<file path="src/rtl/wino_tile_fetch_if.sv">
// Handshake and bus bundle for the Winograd input-tile fetch sequencer.
// The master side is the sequencer: it takes run control and downstream
// ready, and drives the two memory read ports plus the return-path tags.
interface wino_tile_fetch_if #(
    parameter int ADDR_W = 8,
    parameter int CNT_W  = 8
);
    // run control
    logic              start;
    logic [ADDR_W-1:0] cfg_base_addr;
    logic [CNT_W-1:0]  cfg_num_tiles;
    logic              scan_enable;
    logic              busy;
    logic              done;

    // downstream throttle
    logic              tile_ready_in;

    // dual-port memory read requests
    logic [ADDR_W-1:0] addr_1_out;
    logic [ADDR_W-1:0] addr_2_out;
    logic              addr_1_valid_out;
    logic              addr_2_valid_out;

    // tags aligned with the returning data pair
    logic              pair_valid_out;
    logic              phase_out;
    logic              tile_last_out;

    modport master (
        input  start, cfg_base_addr, cfg_num_tiles, scan_enable, tile_ready_in,
        output busy, done,
        output addr_1_out, addr_2_out, addr_1_valid_out, addr_2_valid_out,
        output pair_valid_out, phase_out, tile_last_out
    );

    modport slave (
        output start, cfg_base_addr, cfg_num_tiles, scan_enable, tile_ready_in,
        input  busy, done,
        input  addr_1_out, addr_2_out, addr_1_valid_out, addr_2_valid_out,
        input  pair_valid_out, phase_out, tile_last_out
    );
endinterface

</file>
<file path="src/rtl/wino_tile_fetch_ctrl.sv">
// Read sequencer for the dual-port input data memory of the Winograd
// F(2x2,3x3) datapath. Each 4-row tile is read as two row pairs on
// consecutive issue cycles (rows r,r+1 then r+2,r+3); consecutive tiles
// overlap by advancing the row pointer by ROW_STEP. Returning data is
// tagged one cycle after issue to match the memory read latency.
module wino_tile_fetch_ctrl #(
    parameter int ADDR_W   = 8,
    parameter int CNT_W    = 8,
    parameter int ROW_STEP = 2
) (
    input  logic                 clk,
    input  logic                 reset,
    wino_tile_fetch_if.master    bus
);

    typedef enum logic [1:0] {
        IDLE    = 2'd0,
        FETCH_A = 2'd1,
        FETCH_B = 2'd2,
        DRAIN   = 2'd3
    } state_t;

    state_t            state_q, state_d;
    logic [ADDR_W-1:0] row_ptr_q, row_ptr_d;
    logic [CNT_W-1:0]  remaining_q, remaining_d;
    logic [ADDR_W-1:0] addr_1_q, addr_1_d;
    logic [ADDR_W-1:0] addr_2_q, addr_2_d;
    logic              pair_valid_q, pair_valid_d;
    logic              phase_q, phase_d;
    logic              tile_last_q, tile_last_d;
    logic              busy_q, busy_d;
    logic              done_q, done_d;

    logic              fetching;
    logic              issue;

    // A read goes out only from a fetch state with the consumer ready and no
    // scan load in progress; scan_enable always wins over ready.
    assign fetching = (state_q == FETCH_A) || (state_q == FETCH_B);
    assign issue    = fetching && bus.tile_ready_in && !bus.scan_enable;

    assign bus.addr_1_valid_out = issue;
    assign bus.addr_2_valid_out = issue;
    assign bus.addr_1_out       = addr_1_q;
    assign bus.addr_2_out       = addr_2_q;
    assign bus.pair_valid_out   = pair_valid_q;
    assign bus.phase_out        = phase_q;
    assign bus.tile_last_out    = tile_last_q;
    assign bus.busy             = busy_q;
    assign bus.done             = done_q;

    // Next-state logic. The address registers always hold the pair that the
    // next issue will use, so they are stable while stalled and already
    // correct in the cycle the combinational valids rise.
    always_comb begin
        state_d      = state_q;
        row_ptr_d    = row_ptr_q;
        remaining_d  = remaining_q;
        addr_1_d     = addr_1_q;
        addr_2_d     = addr_2_q;
        busy_d       = busy_q;
        done_d       = 1'b0;
        pair_valid_d = issue;
        phase_d      = issue && (state_q == FETCH_B);
        tile_last_d  = issue && (state_q == FETCH_B) && (remaining_q == CNT_W'(1));

        case (state_q)
            IDLE: begin
                if (bus.start && !bus.scan_enable) begin
                    row_ptr_d   = bus.cfg_base_addr;
                    remaining_d = bus.cfg_num_tiles;
                    addr_1_d    = bus.cfg_base_addr;
                    addr_2_d    = bus.cfg_base_addr + ADDR_W'(1);
                    busy_d      = 1'b1;
                    state_d     = (bus.cfg_num_tiles == '0) ? DRAIN : FETCH_A;
                end
            end
            FETCH_A: begin
                if (bus.scan_enable) begin
                    state_d = DRAIN;
                end else if (bus.tile_ready_in) begin
                    addr_1_d = row_ptr_q + ADDR_W'(2);
                    addr_2_d = row_ptr_q + ADDR_W'(3);
                    state_d  = FETCH_B;
                end
            end
            FETCH_B: begin
                if (bus.scan_enable) begin
                    state_d = DRAIN;
                end else if (bus.tile_ready_in) begin
                    row_ptr_d   = row_ptr_q + ADDR_W'(ROW_STEP);
                    remaining_d = remaining_q - CNT_W'(1);
                    addr_1_d    = row_ptr_q + ADDR_W'(ROW_STEP);
                    addr_2_d    = row_ptr_q + ADDR_W'(ROW_STEP) + ADDR_W'(1);
                    state_d     = (remaining_q == CNT_W'(1)) ? DRAIN : FETCH_A;
                end
            end
            DRAIN: begin
                // last in-flight pair returns in this cycle; finish next
                busy_d  = 1'b0;
                done_d  = 1'b1;
                state_d = IDLE;
            end
            default: begin
                state_d = IDLE;
            end
        endcase
    end

    // State, counters and return-path tags; async reset clears every output.
    always_ff @(posedge clk or negedge reset) begin
        if (!reset) begin
            state_q      <= IDLE;
            row_ptr_q    <= '0;
            remaining_q  <= '0;
            addr_1_q     <= '0;
            addr_2_q     <= '0;
            pair_valid_q <= 1'b0;
            phase_q      <= 1'b0;
            tile_last_q  <= 1'b0;
            busy_q       <= 1'b0;
            done_q       <= 1'b0;
        end else begin
            state_q      <= state_d;
            row_ptr_q    <= row_ptr_d;
            remaining_q  <= remaining_d;
            addr_1_q     <= addr_1_d;
            addr_2_q     <= addr_2_d;
            pair_valid_q <= pair_valid_d;
            phase_q      <= phase_d;
            tile_last_q  <= tile_last_d;
            busy_q       <= busy_d;
            done_q       <= done_d;
        end
    end

endmodule
</file>
<file path="src/flat_wrapper.sv">
// flat-port wrapper written by rule: the top's interface ports become plain ports
module wino_tile_fetch_ctrl_flat 
#(
    parameter int ADDR_W   = 8,
    parameter int CNT_W    = 8,
    parameter int ROW_STEP = 2
)
  (clk, reset, bus_start, bus_cfg_base_addr, bus_cfg_num_tiles, bus_scan_enable, bus_tile_ready_in, bus_busy, bus_done, bus_addr_1_out, bus_addr_2_out, bus_addr_1_valid_out, bus_addr_2_valid_out, bus_pair_valid_out, bus_phase_out, bus_tile_last_out);
  wino_tile_fetch_if #(.ADDR_W(ADDR_W), .CNT_W(CNT_W)) bus_i ();
  input  logic clk;
  input  logic reset;
  input wire logic [$bits(bus_i.start)-1:0] bus_start;
  input wire logic [$bits(bus_i.cfg_base_addr)-1:0] bus_cfg_base_addr;
  input wire logic [$bits(bus_i.cfg_num_tiles)-1:0] bus_cfg_num_tiles;
  input wire logic [$bits(bus_i.scan_enable)-1:0] bus_scan_enable;
  input wire logic [$bits(bus_i.tile_ready_in)-1:0] bus_tile_ready_in;
  output wire logic [$bits(bus_i.busy)-1:0] bus_busy;
  output wire logic [$bits(bus_i.done)-1:0] bus_done;
  output wire logic [$bits(bus_i.addr_1_out)-1:0] bus_addr_1_out;
  output wire logic [$bits(bus_i.addr_2_out)-1:0] bus_addr_2_out;
  output wire logic [$bits(bus_i.addr_1_valid_out)-1:0] bus_addr_1_valid_out;
  output wire logic [$bits(bus_i.addr_2_valid_out)-1:0] bus_addr_2_valid_out;
  output wire logic [$bits(bus_i.pair_valid_out)-1:0] bus_pair_valid_out;
  output wire logic [$bits(bus_i.phase_out)-1:0] bus_phase_out;
  output wire logic [$bits(bus_i.tile_last_out)-1:0] bus_tile_last_out;
  assign bus_i.start = bus_start;
  assign bus_i.cfg_base_addr = bus_cfg_base_addr;
  assign bus_i.cfg_num_tiles = bus_cfg_num_tiles;
  assign bus_i.scan_enable = bus_scan_enable;
  assign bus_i.tile_ready_in = bus_tile_ready_in;
  assign bus_busy = bus_i.busy;
  assign bus_done = bus_i.done;
  assign bus_addr_1_out = bus_i.addr_1_out;
  assign bus_addr_2_out = bus_i.addr_2_out;
  assign bus_addr_1_valid_out = bus_i.addr_1_valid_out;
  assign bus_addr_2_valid_out = bus_i.addr_2_valid_out;
  assign bus_pair_valid_out = bus_i.pair_valid_out;
  assign bus_phase_out = bus_i.phase_out;
  assign bus_tile_last_out = bus_i.tile_last_out;
  wino_tile_fetch_ctrl #(.ADDR_W(ADDR_W), .CNT_W(CNT_W), .ROW_STEP(ROW_STEP)) u_core (.clk(clk), .reset(reset), .bus(bus_i));
endmodule
</file>
<file path="config.mk">
export PLATFORM = sky130hd
export DESIGN_NAME = wino_tile_fetch_ctrl_flat
export DESIGN_NICKNAME = d
export VERILOG_FILES = /design/src/rtl/wino_tile_fetch_if.sv /design/src/rtl/wino_tile_fetch_ctrl.sv /design/src/flat_wrapper.sv
export SDC_FILE = /design/constraint.sdc
export NUM_CORES = 1
export LEC_CHECK = 0
export CAP_MARGIN = 30
export CORE_ASPECT_RATIO = 2
export CORE_MARGIN = 2
export CORE_UTILIZATION = 49
export CTS_BUF_LIST = sky130_fd_sc_hd__clkbuf_4 sky130_fd_sc_hd__clkbuf_8
export CTS_CLUSTER_SIZE = 30
export DETAILED_ROUTE_END_ITERATION = 12
export PLACE_DENSITY = 0.87
export SLEW_MARGIN = 20
export SYNTH_ARGS = -nofsm -noshare
export SYNTH_HDL_FRONTEND = slang
export SYNTH_SLANG_ARGS = --single-unit
</file>
<file path="constraint.sdc">
create_clock -name clk -period 2.35 [get_ports clk]
set_input_delay 0.235 -clock clk [delete_from_list [all_inputs] [get_ports clk]]
set_output_delay 0.235 -clock clk [all_outputs]
set_load 0.05 [all_outputs]
</file>
==> results of run 1 <==
## state kept, by name, indices dropped and copies added, names as in the netlist
name	count
u_core.bus.addr_1_out	8
u_core.bus.addr_2_out	8
u_core.bus.busy	1
u_core.bus.done	1
u_core.bus.pair_valid_out	1
u_core.bus.phase_out	1
u_core.bus.tile_last_out	1
u_core.remaining_q	8
u_core.row_ptr_q	8
u_core.state_q	2
## worst min-delay path by stage
| stage | cells past startpoint | slack (ns) | end | startpoint |
|---|---|---|---|---|
| 2_1_floorplan | 0 | -0.06 | u_core.bus.addr_1_out[0] | reset |
| 3_3_place_gp | 1 | 0.40 | u_core.bus.done | reset |
| 3_5_place_dp | 1 | 0.40 | u_core.bus.done | reset |
| 4_1_cts | 1 | 0.08 | u_core.bus.addr_2_out[4] | reset |
| 5_1_grt | 2 | 0.33 | u_core.bus.pair_valid_out | reset |
| 6_report | 2 | 0.31 | u_core.bus.pair_valid_out | reset |
## synthesized netlist by cell type (2+ instances only)
library cell / instances / share of area, %
nand3b_1: 3 / 0.90
a21oi_1: 25 / 5.0
dfrtp_1: 39 / 39
nor4_1: 4 / 1.0
nor3_1: 5 / 1.0
xnor2_1: 7 / 2.5
nor2b_1: 6 / 1.5
and3_1: 3 / 0.75
nand2b_1: 3 / 0.75
and3_4: 2 / 0.90
o21ai_0: 25 / 5.0
buf_4: 2 / 0.60
ha_1: 12 / 6.0
nand2_1: 31 / 4.7
nor2_1: 27 / 4.1
or4_1: 2 / 0.60
inv_1: 9 / 1.4
nand3_1: 9 / 1.8
mux2_2: 11 / 5.0
o22ai_1: 6 / 1.5
a22oi_1: 3 / 0.90
clkbuf_8: 2 / 1.1
nor3b_1: 3 / 0.90
mux2i_1: 3 / 1.2
clkbuf_1: 11 / 1.7
xor2_1: 7 / 2.5
## critical path: cells and delay by family (launching register included)
kind / cells / cell delay (ns)
AOI/OAI and AO/OA: 2 / 0.33
adders and majority gates: 1 / 0.21
buffers and inverters: 1 / 0.09
DFF: 1 / 0.39
and+or+nand+nor: 4 / 1.17
## cells by family (layout without fill, tap and decap cells)
| logic type | after synthesis | after routing | synth area share [%] |
|---|---|---|---|
| AO/OA/AOI/OAI | 70 | 70 | 16.5 |
| XOR/XNOR | 14 | 14 | 4.91 |
| adder cells (fa/ha/maj) | 12 | 12 | 6.01 |
| buffers and inverters | 26 | 88 | 5.06 |
| flip-flops | 39 | 39 | 39.1 |
| multiplexers | 14 | 14 | 6.16 |
| AND/OR/NAND/NOR | 107 | 107 | 22.2 |
## power groups by stage
| stage | combinational (mW) | sequential [mW] | clock (mW) |
|---|---|---|---|
| floorplan | 1.70 | 1.80 | 0 |
| global placement | 3.21 | 1.25 | 0 |
| detailed placement | 3.33 | 1.27 | 0 |
| CTS | 3.35 | 1.26 | 0.485 |
| global route | 3.71 | 1.30 | 0.512 |
| finish | 3.44 | 1.26 | 0.479 |
## timing repair
| item | CTS | global route |
|---|---|---|
| endpoints found under the hold margin | 0 | 6 |
| gates resized for setup | 1 | 9 |
| setup endpoints to repair | 1 | 9 |
| cloned | 0 | 0 |
| setup buffers | 0 | 3 |
| hold buffers | 0 | 1 |
| pin swaps | 0 | 5 |
## cell type report
| type | instances | area, um^2 |
|---|---|---|
| flip-flops and latches | 39 | 976 |
| inverters | 9 | 33.8 |
| repair buffers | 71 | 694 |
| clock inverters | 1 | 5.00 |
| fillers | 371 | 1590 |
| multi-input cells | 217 | 1460 |
| well taps | 57 | 71.3 |
| clock buffers | 7 | 83.8 |
## routing by layer
layer / routed length (um) / part of all wire [%] / track usage [%]
met1: 2390 / 35 / 28.1
met2: 3860 / 57 / 45.8
met3: 256 / 3.8 / 4.43
met4: 269 / 4.0 / 12.7
met5: 0 / 0 / 0
==> flow_metrics.tcl, run 1 <==
set metrics [dict create \
    status "complete, no violations" \
    utilization_pct 67.7 \
    critPathSlowestCell "or4b_4" \
    required_ns 2.56 \
    peakVddDrop_mv 1.04 \
    instances_no_fill 401 \
    finalHoldViolCount 0 \
    syn_to_final_growth_pct 33.0 \
    netlist_area_um2 2500 \
    pwr-share-comb_pct 66.3 \
    r2r_setup_slack_ns 0.06 \
    seq_power_share_pct 24.4 \
    setup_tns_ns 0 \
    dr.pass1.iters 5 \
    leakage_nw 1.39 \
    cts_tree "built" \
    routed_wirelength_um 6780 \
    ys_seq_elements 39 \
    coreArea_um2 4910 \
    grt_max_degree 40 \
    numCtsBuffers 5 \
    fmax_mhz 436 \
    cp.arrival_ns 2.50 \
    h-tree-depth 2 \
    cts.sinks 39 \
    grt_pass1_vias 2344 \
    worstSetupPathType "flop to flop" \
    layout-drive-gt1-share_pct 20.9 \
    ioPinCount 44 \
    hold_path_class "input pin to async pin" \
    critPathLaunchType "flop" \
    ys_seq_area_share_pct 39.1 \
    min_period_ns 2.29 \
    ys_types 48 \
    place.gp.congestion 0.916 \
    setup_ws_ns 0.0561 \
    finalPower_mw 5.18 \
    path_max_fanout 3 \
    drt_iter0_drc 47 \
    r2r_end "u_core.bus.addr_2_out[7]" \
    startpoint "u_core.row_ptr_q[1]" \
    synth-edff-count 0 \
    port_buffers 43 \
    final_common_cell "clkdlybuf4s50_1" \
    fin_worst_skew_ns 0.0152 \
    yosys_warnings 0 \
    vias 2385 \
    clk_pin_slew_ns 0.09 \
    critPathMaxStageDelay_ns 0.50 \
    fin_crit_sh_pct 97.6 \
    start_util_pct 50.9 \
    cp-end-kind "flop" \
    synthArstFlopShare_pct 100 \
    maxCapViolCount 0 \
    post-route-drc-count 0 \
    clockPowerShare_pct 9.2 \
    synth_nets 315 \
    p_sw_mw 2.51 \
    worstMarginPinSlew_ns 0.526 \
    setup_viol 0 \
    intPower_mw 2.67 \
    die_x_um 54.5 \
    relSlewSlack_pct 64.9 \
    place_ws_ns 0.00443 \
    reg2reg_from "u_core.row_ptr_q[1]" \
    die_y_um 105 \
    fin_nets 376 \
    fin_area_um2 3320 \
    crit_chain "inv_2 > ha_4 > or3b_4 > a21boi_4 > nand2_2 > or4b_4 > and3_4 > a2111oi_4" \
    final_cell_mix "40 x clkdlybuf4s50_1, 39 x dfrtp_1, 30 x nand2_1" \
    n_antenna_cell 0 \
    routed_via_density 5.95 \
    reg2reg_depth 8 \
    worstSkewPairLatency_ns 0.31 \
    drv_slew 0 \
    synth_flop_cell "dfrtp_1" \
    rows 36 \
    wire_per_inst_um 16.9 \
    antenna_left 0 \
    syn_avg_cell_area_um2 8.86 \
    gr-total-overflow 0 \
    p_per_area_nw_per_um2 1560 \
    die_area_um2 5720 \
    syn_inst 282 \
    netSwitchingFraction_pct 48.5 \
    antenna_found_initial 0 \
    crit_end "u_core.bus.addr_2_out[7]" \
    grt_usage_pct 26.1 \
    worst_hold_slack_ns 0.311 \
    cts-root-buf "clkbuf_8" \
    place_hpwl_um 4990 \
    cts_buffer_depth 2 \
    grt_pass1_wl_um 10900 \
    dp.cells 388 \
    placed_area_um2 3150 \
]
Note: power is estimated with default switching activity, not from simulation.
==> run 2: changes to the inputs <==
Settings changed: TNS_END_PERCENT set to 30.
==> results of run 2 <==
Same layout as run 1: the final DEF is identical, and so are final timing and power.
==> run 3: changes to the inputs <==
Settings changed: CTS_CLUSTER_SIZE 30 to 12.
==> results of run 3 <==
Same layout as run 1: the final DEF is identical, and so are final timing and power.
==> RTL change, RTL diff (flow settings as in run 2) <==
`CNT_W` is set to 8 in 3 places; all go to 7.
--- a/src/rtl/wino_tile_fetch_if.sv
+++ b/src/rtl/wino_tile_fetch_if.sv
@@ -3,7 +3,7 @@
 // ready, and drives the two memory read ports plus the return-path tags.
 interface wino_tile_fetch_if #(
     parameter int ADDR_W = 8,
-    parameter int CNT_W  = 8
+    parameter int CNT_W  = 7
 );
     // run control
     logic              start;
--- a/src/rtl/wino_tile_fetch_ctrl.sv
+++ b/src/rtl/wino_tile_fetch_ctrl.sv
@@ -5,7 +5,7 @@
 // tagged one cycle after issue to match the memory read latency.
 module wino_tile_fetch_ctrl #(
     parameter int ADDR_W   = 8,
-    parameter int CNT_W    = 8,
+    parameter int CNT_W    = 7,
     parameter int ROW_STEP = 2
 ) (
     input  logic                 clk,
--- a/src/flat_wrapper.sv
+++ b/src/flat_wrapper.sv
@@ -2,7 +2,7 @@
 module wino_tile_fetch_ctrl_flat 
 #(
     parameter int ADDR_W   = 8,
-    parameter int CNT_W    = 8,
+    parameter int CNT_W    = 7,
     parameter int ROW_STEP = 2
 )
   (clk, reset, bus_start, bus_cfg_base_addr, bus_cfg_num_tiles, bus_scan_enable, bus_tile_ready_in, bus_busy, bus_done, bus_addr_1_out, bus_addr_2_out, bus_addr_1_valid_out, bus_addr_2_valid_out, bus_pair_valid_out, bus_phase_out, bus_tile_last_out);
Interface: changed (resized bus_cfg_num_tiles); port bits go from 44 to 43. The function was not compared with the original's and may differ.
==> RTL change against run 2 <==
  * Maximum frequency is essentially flat
  * Critical endpoint unchanged
  * Routed wire length down 12%
  * Total power rose by 0.81%
  * Critical path type unchanged
  * Worst setup slack about the same
  * Synthesized area down 4.3%
  * Design area fell by 5.2%
  * Sequential cell count fell by 1
  * Critical path depth down 1
==> RTL change: results (changes against run 2) <==
largest net degree at the start of global routing=39 (-2.5%); net count after synthesis=306 (-2.9%); Area after DPL=2960 um2 (-6.0%); Worst Max-Slew Pin Slew=509 ps (-16.5 ps); buffers added on ports=42 (-2.3%); r2r setup slk=60 ps (about the same); fin nets=365 (-2.9%); first-pass GRT wire length=9720 um (-11%); sequential area share after synthesis=0.398 (+0.00692); Leakage=0.00138 uW (-1.4%); top cells by count, synth=nand2_1 (43), dfrtp_1 (38), nor2_1 (24), a21oi_1 (23), o21ai_0 (23); Max IR drop VDD=0.00117 V (+13%); clk_skew=13.9 ps (-1.30 ps); vias per cell=5.66 (-4.9%); Cell variety after synth=47 (-2.1%); Total Wirelength=5970 um (-12%); Worst path top cell family by delay=compound AO/OA/AOI/OAI gates; vias in the first global route=2,245 (-4.2%); share of layout cells above drive strength 1=0.165 (-0.0446); Slowest-stage cell, CP=dfrtp_1; outcome=finished, final reports clean; Post-DP HPWL=4230 um (-15%); r2r worst-path depth=7 (-1); largest cells by area after synthesis=dfrtp_1 (40%), nand2_1 (6.8%), ha_1 (6.3%); Total GRT Usage=0.238 (-0.0232); GPL Wtd Cong=0.951 (+3.9%)
[RTL change: cell count changes in the layout (fill, tap and decap cells not counted), sizes merged, moves of 3 or more]
cell   before  now
nor3        6    3
nor2       27   24
buf        30   26
inv         9   12
nor2b       6    2
and3        5    2
nand2      31   43
[RTL change: cell type report]
cell class / count / area [um2] / share of cell area
sequential: 38 / 951 / 0.302
inverter: 12 / 45.0 / 0.0143
timing repair buffer: 66 / 631 / 0.200
clock buffer: 7 / 90.1 / 0.0286
multi-input combinational: 210 / 1360 / 0.430
tap: 57 / 71.3 / 0.0227
clock inverter: 1 / 5.00 / 0.00159
[RTL change: how the worst max path moves through the flow]
stage / from / to / slack, ps / cells past startpoint
floorplan: u_core.row_ptr_q[1] / u_core.bus.addr_2_out[7] / 50 / 8
global placement: u_core.row_ptr_q[1] / u_core.bus.addr_2_out[7] / 110 / 8
detailed placement: u_core.state_q[1] / u_core.bus.addr_2_out[7] / -30 / 7
CTS: u_core.row_ptr_q[1] / u_core.bus.addr_2_out[7] / 30 / 8
global route: u_core.state_q[1] / u_core.bus.addr_2_out[7] / -50 / 7
finish: u_core.row_ptr_q[2] / u_core.bus.addr_2_out[7] / 60 / 7
[RTL change: worst register-to-register path, delay by kind of cell (launching register included)]
family | cells | cell delay (ps)
AO/OA/AOI/OAI | 4 | 920
adder cells (fa/ha/maj) | 1 | 260
flip-flops | 1 | 430
AND/OR/NAND/NOR | 2 | 590
[RTL change: power by group]
| group | internal [uW] | switching, uW | total [uW] |
|---|---|---|---|
| clock | 248 | 239 | 487 |
| combinational | 1390 | 2060 | 3450 |
| sequential | 987 | 296 | 1280 |
| total | 2620 | 2600 | 5220 |
[RTL change: logic make-up (layout without fill, tap and decap cells)]
| family | Yosys count | after routing | share of synthesized area |
|---|---|---|---|
| adder cells (fa/ha/maj) | 12 | 12 | 0.0628 |
| XOR/XNOR | 15 | 15 | 0.0549 |
| buffers and inverters | 26 | 86 | 0.0460 |
| flip-flops | 38 | 38 | 0.398 |
| AO/OA/AOI/OAI | 70 | 70 | 0.182 |
| multiplexers | 13 | 13 | 0.0597 |
| AND/OR/NAND/NOR | 100 | 100 | 0.197 |
[RTL change: repair_timing]
action                                  CTS  global route
gates resized for setup                   1             4
buffers inserted                          0             5
pin swaps                                 1             7
endpoints found under the setup margin    1             1
hold buffers                              0             1
hold endpoints to repair                  0             7
[RTL change: stage by stage]
step                cells  worst slack [ps]  TNS [ps]
floorplan             274              49.0         0
global placement      376               109         0
detailed placement    376             -28.7     -28.7
CTS                   384              27.9         0
global route          391             -45.1     -45.1
finish                391              56.1         0
[RTL change: routing by layer]
layer,wire (um),share of wire,global-route usage
met5,0,0,0
met2,3080,0.52,0.390
met3,317,0.053,0.0420
met1,2360,0.40,0.275
met4,204,0.034,0.154
